<file path="src/rtl/usb_rx_pkg.sv">
// ============================================================================
// Module   : usb_rx_pkg
// Brief    : Shared types and constants for the full-speed USB receive path.
// Revision : 1.0 - initial release
// ============================================================================
`default_nettype none

package usb_rx_pkg;

  typedef enum logic [2:0] {
    IDLE  = 3'd0,
    SYNC  = 3'd1,
    DATA  = 3'd2,
    EOP   = 3'd3,
    ERROR = 3'd4
  } rx_state_e;

  typedef enum logic [1:0] {
    LS_J   = 2'd0,
    LS_K   = 2'd1,
    LS_SE0 = 2'd2
  } line_state_e;

  localparam logic [7:0] SYNC_PATTERN = 8'h80;
  localparam logic [2:0] STUFF_LIMIT  = 3'd6;

  // Both (0,0) and the illegal (1,1) pair are reported as SE0.
  function automatic line_state_e decode_line(input logic dp, input logic dm);
    case ({dp, dm})
      2'b10:   return LS_J;
      2'b01:   return LS_K;
      default: return LS_SE0;
    endcase
  endfunction

endpackage

`default_nettype wire

</file>
<file path="src/rtl/usb_rx_bit_timer.sv">
// ============================================================================
// Module   : usb_rx_bit_timer
// Brief    : Bit-time counter with synchronous clear; strobes at mid-bit.
// Revision : 1.0 - initial release
// ============================================================================
`default_nettype none

module usb_rx_bit_timer #(
  parameter int CLKS_PER_BIT = 8
) (
  input  logic clk,
  input  logic rst,
  input  logic i_clear,
  output logic o_strobe
);

  localparam int TW = (CLKS_PER_BIT > 2) ? $clog2(CLKS_PER_BIT) : 1;

  logic [TW-1:0] r_cnt;

  always_ff @(posedge clk or posedge rst) begin
    if (rst) begin
      r_cnt <= '0;
    end else if (i_clear || (r_cnt == TW'(CLKS_PER_BIT - 1))) begin
      r_cnt <= '0;
    end else begin
      r_cnt <= r_cnt + 1'b1;
    end
  end

  assign o_strobe = (r_cnt == TW'(CLKS_PER_BIT / 2 - 1));

endmodule

`default_nettype wire

</file>
<file path="src/rtl/usb_rx_decoder.sv">
// ============================================================================
// Module   : usb_rx_decoder
// Brief    : Full-speed USB RX front end: NRZI decode, unstuff, SYNC/EOP, bytes.
//            Define USB_RX_STUFF_ERR_EN to treat a 1 in a stuff slot as an error.
// Revision : 1.0 - initial release
// ============================================================================
`default_nettype none

module usb_rx_decoder
  import usb_rx_pkg::*;
#(
  parameter int CLKS_PER_BIT = 8
) (
  input  logic       clk,
  input  logic       rst,
  input  logic       dp_in,
  input  logic       dm_in,
  output logic [7:0] rx_data,
  output logic       rx_data_valid,
  output logic       rx_packet_start,
  output logic       rx_packet_done,
  output logic       rx_error,
  output logic       rx_busy
);

  rx_state_e   r_state,    w_state_nxt;
  line_state_e r_prev_ls,  w_prev_ls_nxt;
  logic [7:0]  r_shift,    w_shift_nxt;
  logic [2:0]  r_bit_idx,  w_bit_idx_nxt;
  logic [2:0]  r_ones,     w_ones_nxt;
  logic        r_se0_seen, w_se0_seen_nxt;
  logic [7:0]  r_rx_data,  w_rx_data_nxt;
  logic        r_valid,    w_valid_nxt;
  logic        r_start,    w_start_nxt;
  logic        r_done,     w_done_nxt;
  logic        r_err,      w_err_nxt;
  logic [1:0]  r_prev_pair;

  line_state_e w_ls;
  logic        w_timer_clr;
  logic        w_strobe;
  logic        w_bit;
  logic [7:0]  w_shifted;

  assign w_ls        = decode_line(dp_in, dm_in);
  assign w_timer_clr = ({dp_in, dm_in} != r_prev_pair) || ((r_state == IDLE) && (w_ls == LS_K));
  assign w_bit       = (w_ls == r_prev_ls);
  assign w_shifted   = {w_bit, r_shift[7:1]};

  usb_rx_bit_timer #(
    .CLKS_PER_BIT(CLKS_PER_BIT)
  ) u_bit_timer (
    .clk     (clk),
    .rst     (rst),
    .i_clear (w_timer_clr),
    .o_strobe(w_strobe)
  );

  always_comb begin
    w_state_nxt    = r_state;
    w_prev_ls_nxt  = r_prev_ls;
    w_shift_nxt    = r_shift;
    w_bit_idx_nxt  = r_bit_idx;
    w_ones_nxt     = r_ones;
    w_se0_seen_nxt = r_se0_seen;
    w_rx_data_nxt  = r_rx_data;
    w_valid_nxt    = 1'b0;
    w_start_nxt    = 1'b0;
    w_done_nxt     = 1'b0;
    w_err_nxt      = 1'b0;

    case (r_state)
      IDLE: begin
        w_prev_ls_nxt = LS_J;
        if (w_ls == LS_K) begin
          w_state_nxt   = SYNC;
          w_bit_idx_nxt = 3'd0;
          w_shift_nxt   = 8'h00;
        end
      end

      SYNC: begin
        if (w_strobe) begin
          w_prev_ls_nxt = w_ls;
          if (w_ls == LS_SE0) begin
            w_state_nxt = ERROR;
          end else begin
            w_shift_nxt   = w_shifted;
            w_bit_idx_nxt = r_bit_idx + 3'd1;
            if (r_bit_idx == 3'd7) begin
              if (w_shifted == SYNC_PATTERN) begin
                // The final SYNC 1 starts the run that bit stuffing tracks.
                w_state_nxt   = DATA;
                w_start_nxt   = 1'b1;
                w_ones_nxt    = 3'd1;
                w_bit_idx_nxt = 3'd0;
              end else begin
                w_state_nxt = ERROR;
              end
            end
          end
        end
      end

      DATA: begin
        if (w_strobe) begin
          w_prev_ls_nxt = w_ls;
          if (w_ls == LS_SE0) begin
            w_se0_seen_nxt = 1'b0;
            w_state_nxt    = (r_bit_idx == 3'd0) ? EOP : ERROR;
          end else if (r_ones == STUFF_LIMIT) begin
            w_ones_nxt = 3'd0;
`ifdef USB_RX_STUFF_ERR_EN
            if (w_bit) begin
              w_state_nxt = ERROR;
            end
`endif
          end else begin
            w_shift_nxt   = w_shifted;
            w_ones_nxt    = w_bit ? (r_ones + 3'd1) : 3'd0;
            w_bit_idx_nxt = r_bit_idx + 3'd1;
            if (r_bit_idx == 3'd7) begin
              w_rx_data_nxt = w_shifted;
              w_valid_nxt   = 1'b1;
            end
          end
        end
      end

      EOP: begin
        // r_se0_seen marks that the second SE0 bit has been sampled.
        if (w_strobe) begin
          w_prev_ls_nxt = w_ls;
          case (w_ls)
            LS_SE0: begin
              if (r_se0_seen) begin
                w_state_nxt = ERROR;
              end else begin
                w_se0_seen_nxt = 1'b1;
              end
            end
            LS_J: begin
              if (r_se0_seen) begin
                w_state_nxt = IDLE;
                w_done_nxt  = 1'b1;
              end else begin
                w_state_nxt = ERROR;
              end
            end
            default: w_state_nxt = ERROR;
          endcase
        end
      end

      ERROR: begin
        if (w_strobe) begin
          w_prev_ls_nxt = w_ls;
          case (w_ls)
            LS_SE0:  w_se0_seen_nxt = 1'b1;
            LS_J:    if (r_se0_seen) w_state_nxt = IDLE;
            default: w_se0_seen_nxt = 1'b0;
          endcase
        end
      end

      default: w_state_nxt = IDLE;
    endcase

    // An SE0 that causes the error already counts toward the recovery SE0,J.
    if ((w_state_nxt == ERROR) && (r_state != ERROR)) begin
      w_err_nxt      = 1'b1;
      w_se0_seen_nxt = (w_ls == LS_SE0);
    end
  end

  always_ff @(posedge clk or posedge rst) begin
    if (rst) begin
      r_state     <= IDLE;
      r_prev_ls   <= LS_J;
      r_prev_pair <= 2'b10;
      r_shift     <= 8'h00;
      r_bit_idx   <= 3'd0;
      r_ones      <= 3'd0;
      r_se0_seen  <= 1'b0;
      r_rx_data   <= 8'h00;
      r_valid     <= 1'b0;
      r_start     <= 1'b0;
      r_done      <= 1'b0;
      r_err       <= 1'b0;
    end else begin
      r_state     <= w_state_nxt;
      r_prev_ls   <= w_prev_ls_nxt;
      r_prev_pair <= {dp_in, dm_in};
      r_shift     <= w_shift_nxt;
      r_bit_idx   <= w_bit_idx_nxt;
      r_ones      <= w_ones_nxt;
      r_se0_seen  <= w_se0_seen_nxt;
      r_rx_data   <= w_rx_data_nxt;
      r_valid     <= w_valid_nxt;
      r_start     <= w_start_nxt;
      r_done      <= w_done_nxt;
      r_err       <= w_err_nxt;
    end
  end

  assign rx_data         = r_rx_data;
  assign rx_data_valid   = r_valid;
  assign rx_packet_start = r_start;
  assign rx_packet_done  = r_done;
  assign rx_error        = r_err;
  assign rx_busy         = (r_state != IDLE);

endmodule

`default_nettype wire

</file>
<file path="config.mk">
export PLATFORM = sky130hd
export DESIGN_NAME = usb_rx_decoder
export DESIGN_NICKNAME = d
export VERILOG_FILES = /design/src/rtl/usb_rx_pkg.sv /design/src/rtl/usb_rx_bit_timer.sv /design/src/rtl/usb_rx_decoder.sv
export SDC_FILE = /design/constraint.sdc
export NUM_CORES = 1
export LEC_CHECK = 0
export BUFFER_PORTS_ARGS = -buffer_cell sky130_fd_sc_hd__buf_2
export CAP_MARGIN = 10
export CORE_ASPECT_RATIO = 0.75
export CORE_MARGIN = 2
export CORE_UTILIZATION = 63
export DETAILED_ROUTE_END_ITERATION = 7
export PLACE_DENSITY = 0.84
export SLEW_MARGIN = 20
export SYNTH_ARGS = -nofsm -noshare
export SYNTH_HDL_FRONTEND = slang
export SYNTH_HIERARCHICAL = 1
export SYNTH_SLANG_ARGS = --single-unit
export TNS_END_PERCENT = 50
</file>
<file path="constraint.sdc">
create_clock -name clk -period 5.6 [get_ports clk]
set_input_delay 1.12 -clock clk [delete_from_list [all_inputs] [get_ports clk]]
set_output_delay 1.12 -clock clk [all_outputs]
set_load 0.05 [all_outputs]
</file>
==> metrics.cfg <==
[global_routing]
top_usage_layer=met2
grt_antenna_before_repair=0
grt_use_met3_pct=6.71
grt_usage_pct=26.2
grt_pass1_wl_um=6690
overflow=0
met2_usage_pct=39.2
grt_pass1_vias=1456
grt_max_degree=34
met1_usage_pct=36.0

[synth]
synth-async-reset-ratio_pct=100
syn_area_sq_mm=0.00192
netlist_instances=196
synthFlopType=dfrtp_1
synth-seq-cells=36
synth_cell_types=45
synthTopCellsByCount=dfrtp_1 (35), nand2_1 (22), inv_1 (21)
syn_nets=211
synth_area_per_cell_sq_um=9.78
synth.most_common_cell=dfrtp_1
synth_edf_count=0
yosysSeqAreaShare_pct=47.1
ys_warn_count=6
synth_top_area_share_pct=45.7
synth_top_cell_by_area=dfrtp_1
yosys-top-cells-area=dfrtp_1 (46%), ha_1 (7.2%), mux2i_1 (4.7%)

[cells_and_area]
fillers=200
fin_area_sq_mm=0.00212
area_delta_synth_final_pct=10.7
layout-drive-gt1-share_pct=14.6
diodes=0
nNetsFinal=226
multi_input_comb_area_sq_um=895
fin_util_pct=72.8
ff_latch_area_sq_um=902
final_cells=250

[timing]
rsz0062_at_grt=no
whs_ns=0.440
fmax_mhz=319
finClkSkew_ns=0.00990
setup_viol=0
tightest_slew_ns=0.562
final_hold_viol_count=0
setup_slack_ns=2.46
slew_headroom_pct=62.5
tns_ns=0
layout_worst_path_cycle_share_pct=56.0
slew_viol_final=0
fin_crit_ns=3.14

[worst_setup_path]
cp_slowest_cell=ha_1
arrival_ns=3.31
cpPeakStageDelay_ns=0.55
start_kind=input pin
path_buf_inv=2
required_ns=5.78
end_kind=flip-flop
r2r_start=u_bit_timer/r_cnt[0]
critPathTopFamily=simple AND/OR/NAND/NOR gates
path_cells=buf_2 > inv_1 > ha_1 > xnor2_1 > nand4_1 > nor2_1 > o31a_1 > or3_1 > a221o_1
path_class=in -> reg
startpoint=dp_in
path_max_fanout=14

[pwr]
p_comb_share_pct=21.8
internal-power_mw=0.503
p_leak_nw=1.13
switching_power_mw=0.227
clkPwrFrac_pct=30.8
p_per_area_mw_per_mm2=344
power_frac_seq_pct=47.3
swShare_pct=31.1
power_mw=0.731
peakVddDrop_v=0.000277

[placed_design]
dp_hpwl_um=2770
place_area_sq_mm=0.00201
placed_cells=242
place_congestion=0.908
portBuffers=16
pre_cts_slack_ns=2.23

[clock_tree]
clock_sinks=36
clock_latency_ns=0.29
cts_buffers=5
path_clk_slew_ns=0.07
cts.repair.resized=0
root_buffer=clkbuf_8
postCtsHoldBufs=0
cts_buffer_depth=2
cts_tree=done
postCtsSetupRepairBufs=0
htreeDepth=2

[detailed_routing]
drtAntennaViolNets=0
vias_per_cell=5.92
drc=0
vias=1481
wl_per_cell_um=16.1
dr.pass1.iters=4
wl_um=4020
drt_iter0_drc=142

[die]
die_h_um=51.8
start_util_pct=65.8
design.die.area_sq_mm=0.00350
ios=17
num_rows=17
die_w_um=67.7
core_area_sq_mm=0.00291

[run]
maxCapViolations=0

[hold_path]
hold_class=reg -> reg
hp-start=u_bit_timer/r_cnt[0]

[outcome]
outcome=finished clean

## flip-flops by register name (all words and copies together) (netlist names), 2 cells and up
| name | flops |
|---|---|
| r_bit_idx | 3 |
| r_prev_ls | 2 |
| rx_data | 8 |
| r_state | 3 |
| u_bit_timer/r_cnt | 3 |
| r_ones | 3 |
| r_shift | 7 |
| r_prev_pair | 2 |
## layer usage
metal | vias up | share of wire (%)
li1 | 700 | -
met1 | 724 | 44
met2 | 47 | 49
met3 | 10 | 5.4
met4 | 0 | 1.6
met5 | - | 0
## cells in the final DEF (no fill, tap or decap), types with 2 or more instances in the layout
cell type / n
nand2b_1: 6
nand2_1: 22
o21ai_0: 13
nand4_1: 2
ha_1: 11
nor3b_1: 3
nor2_1: 5
o31ai_1: 3
clkbuf_8: 5
dfrtp_1: 35
and2_1: 2
o211ai_1: 2
nor2b_1: 2
mux2_2: 3
nor3_1: 5
inv_1: 21
mux2i_1: 9
a21boi_0: 2
xnor2_1: 4
nand3_1: 6
buf_2: 16
a21oi_1: 8
## power groups by stage
stage,Sequential [mW],Clock [mW],Combinational (mW)
detailed placement,0.347,0,0.155
CTS,0.343,0.229,0.159
global route,0.350,0.244,0.178
finish,0.346,0.225,0.160
floorplan,0.334,0,0.124
global placement,0.343,0,0.143
## cell families (layout without fill, tap and decap cells)
kind of cell | count (synthesis) | in the layout | synth area share [%]
AOI/OAI and AO/OA | 39 | 39 | 13.0
xor gates and xnor gates | 4 | 4 | 1.83
adders and majority gates | 11 | 11 | 7.18
buffers and inverters | 30 | 46 | 6.27
DFF | 36 | 36 | 47.1
muxes | 12 | 12 | 6.46
and+or+nand+nor | 64 | 64 | 18.2
## final timing paths
kind | to | slack (ns) | cells after the start
worst max-delay path | r_se0_seen | 2.46 | 9
worst min-delay path | u_bit_timer/r_cnt[0] | 0.44 | 1
worst max register to register | r_se0_seen | 2.96 | 8
worst min register to register | u_bit_timer/r_cnt[0] | 0.44 | 1
max in group asynchronous | r_prev_pair[1] | 4.35 | 3
min in group asynchronous | u_bit_timer/r_cnt[1] | 0.70 | 2
## layout make-up
cell class | count | share of cell area [%]
clock buffer | 5 | 3.24
clock inverter | 3 | 2.00
tap | 38 | 2.24
inverter | 21 | 3.71
sequential | 36 | 42.5
timing repair buffer | 17 | 4.13
multi-input combinational | 130 | 42.2
Power figures use the tool's default switching activity.
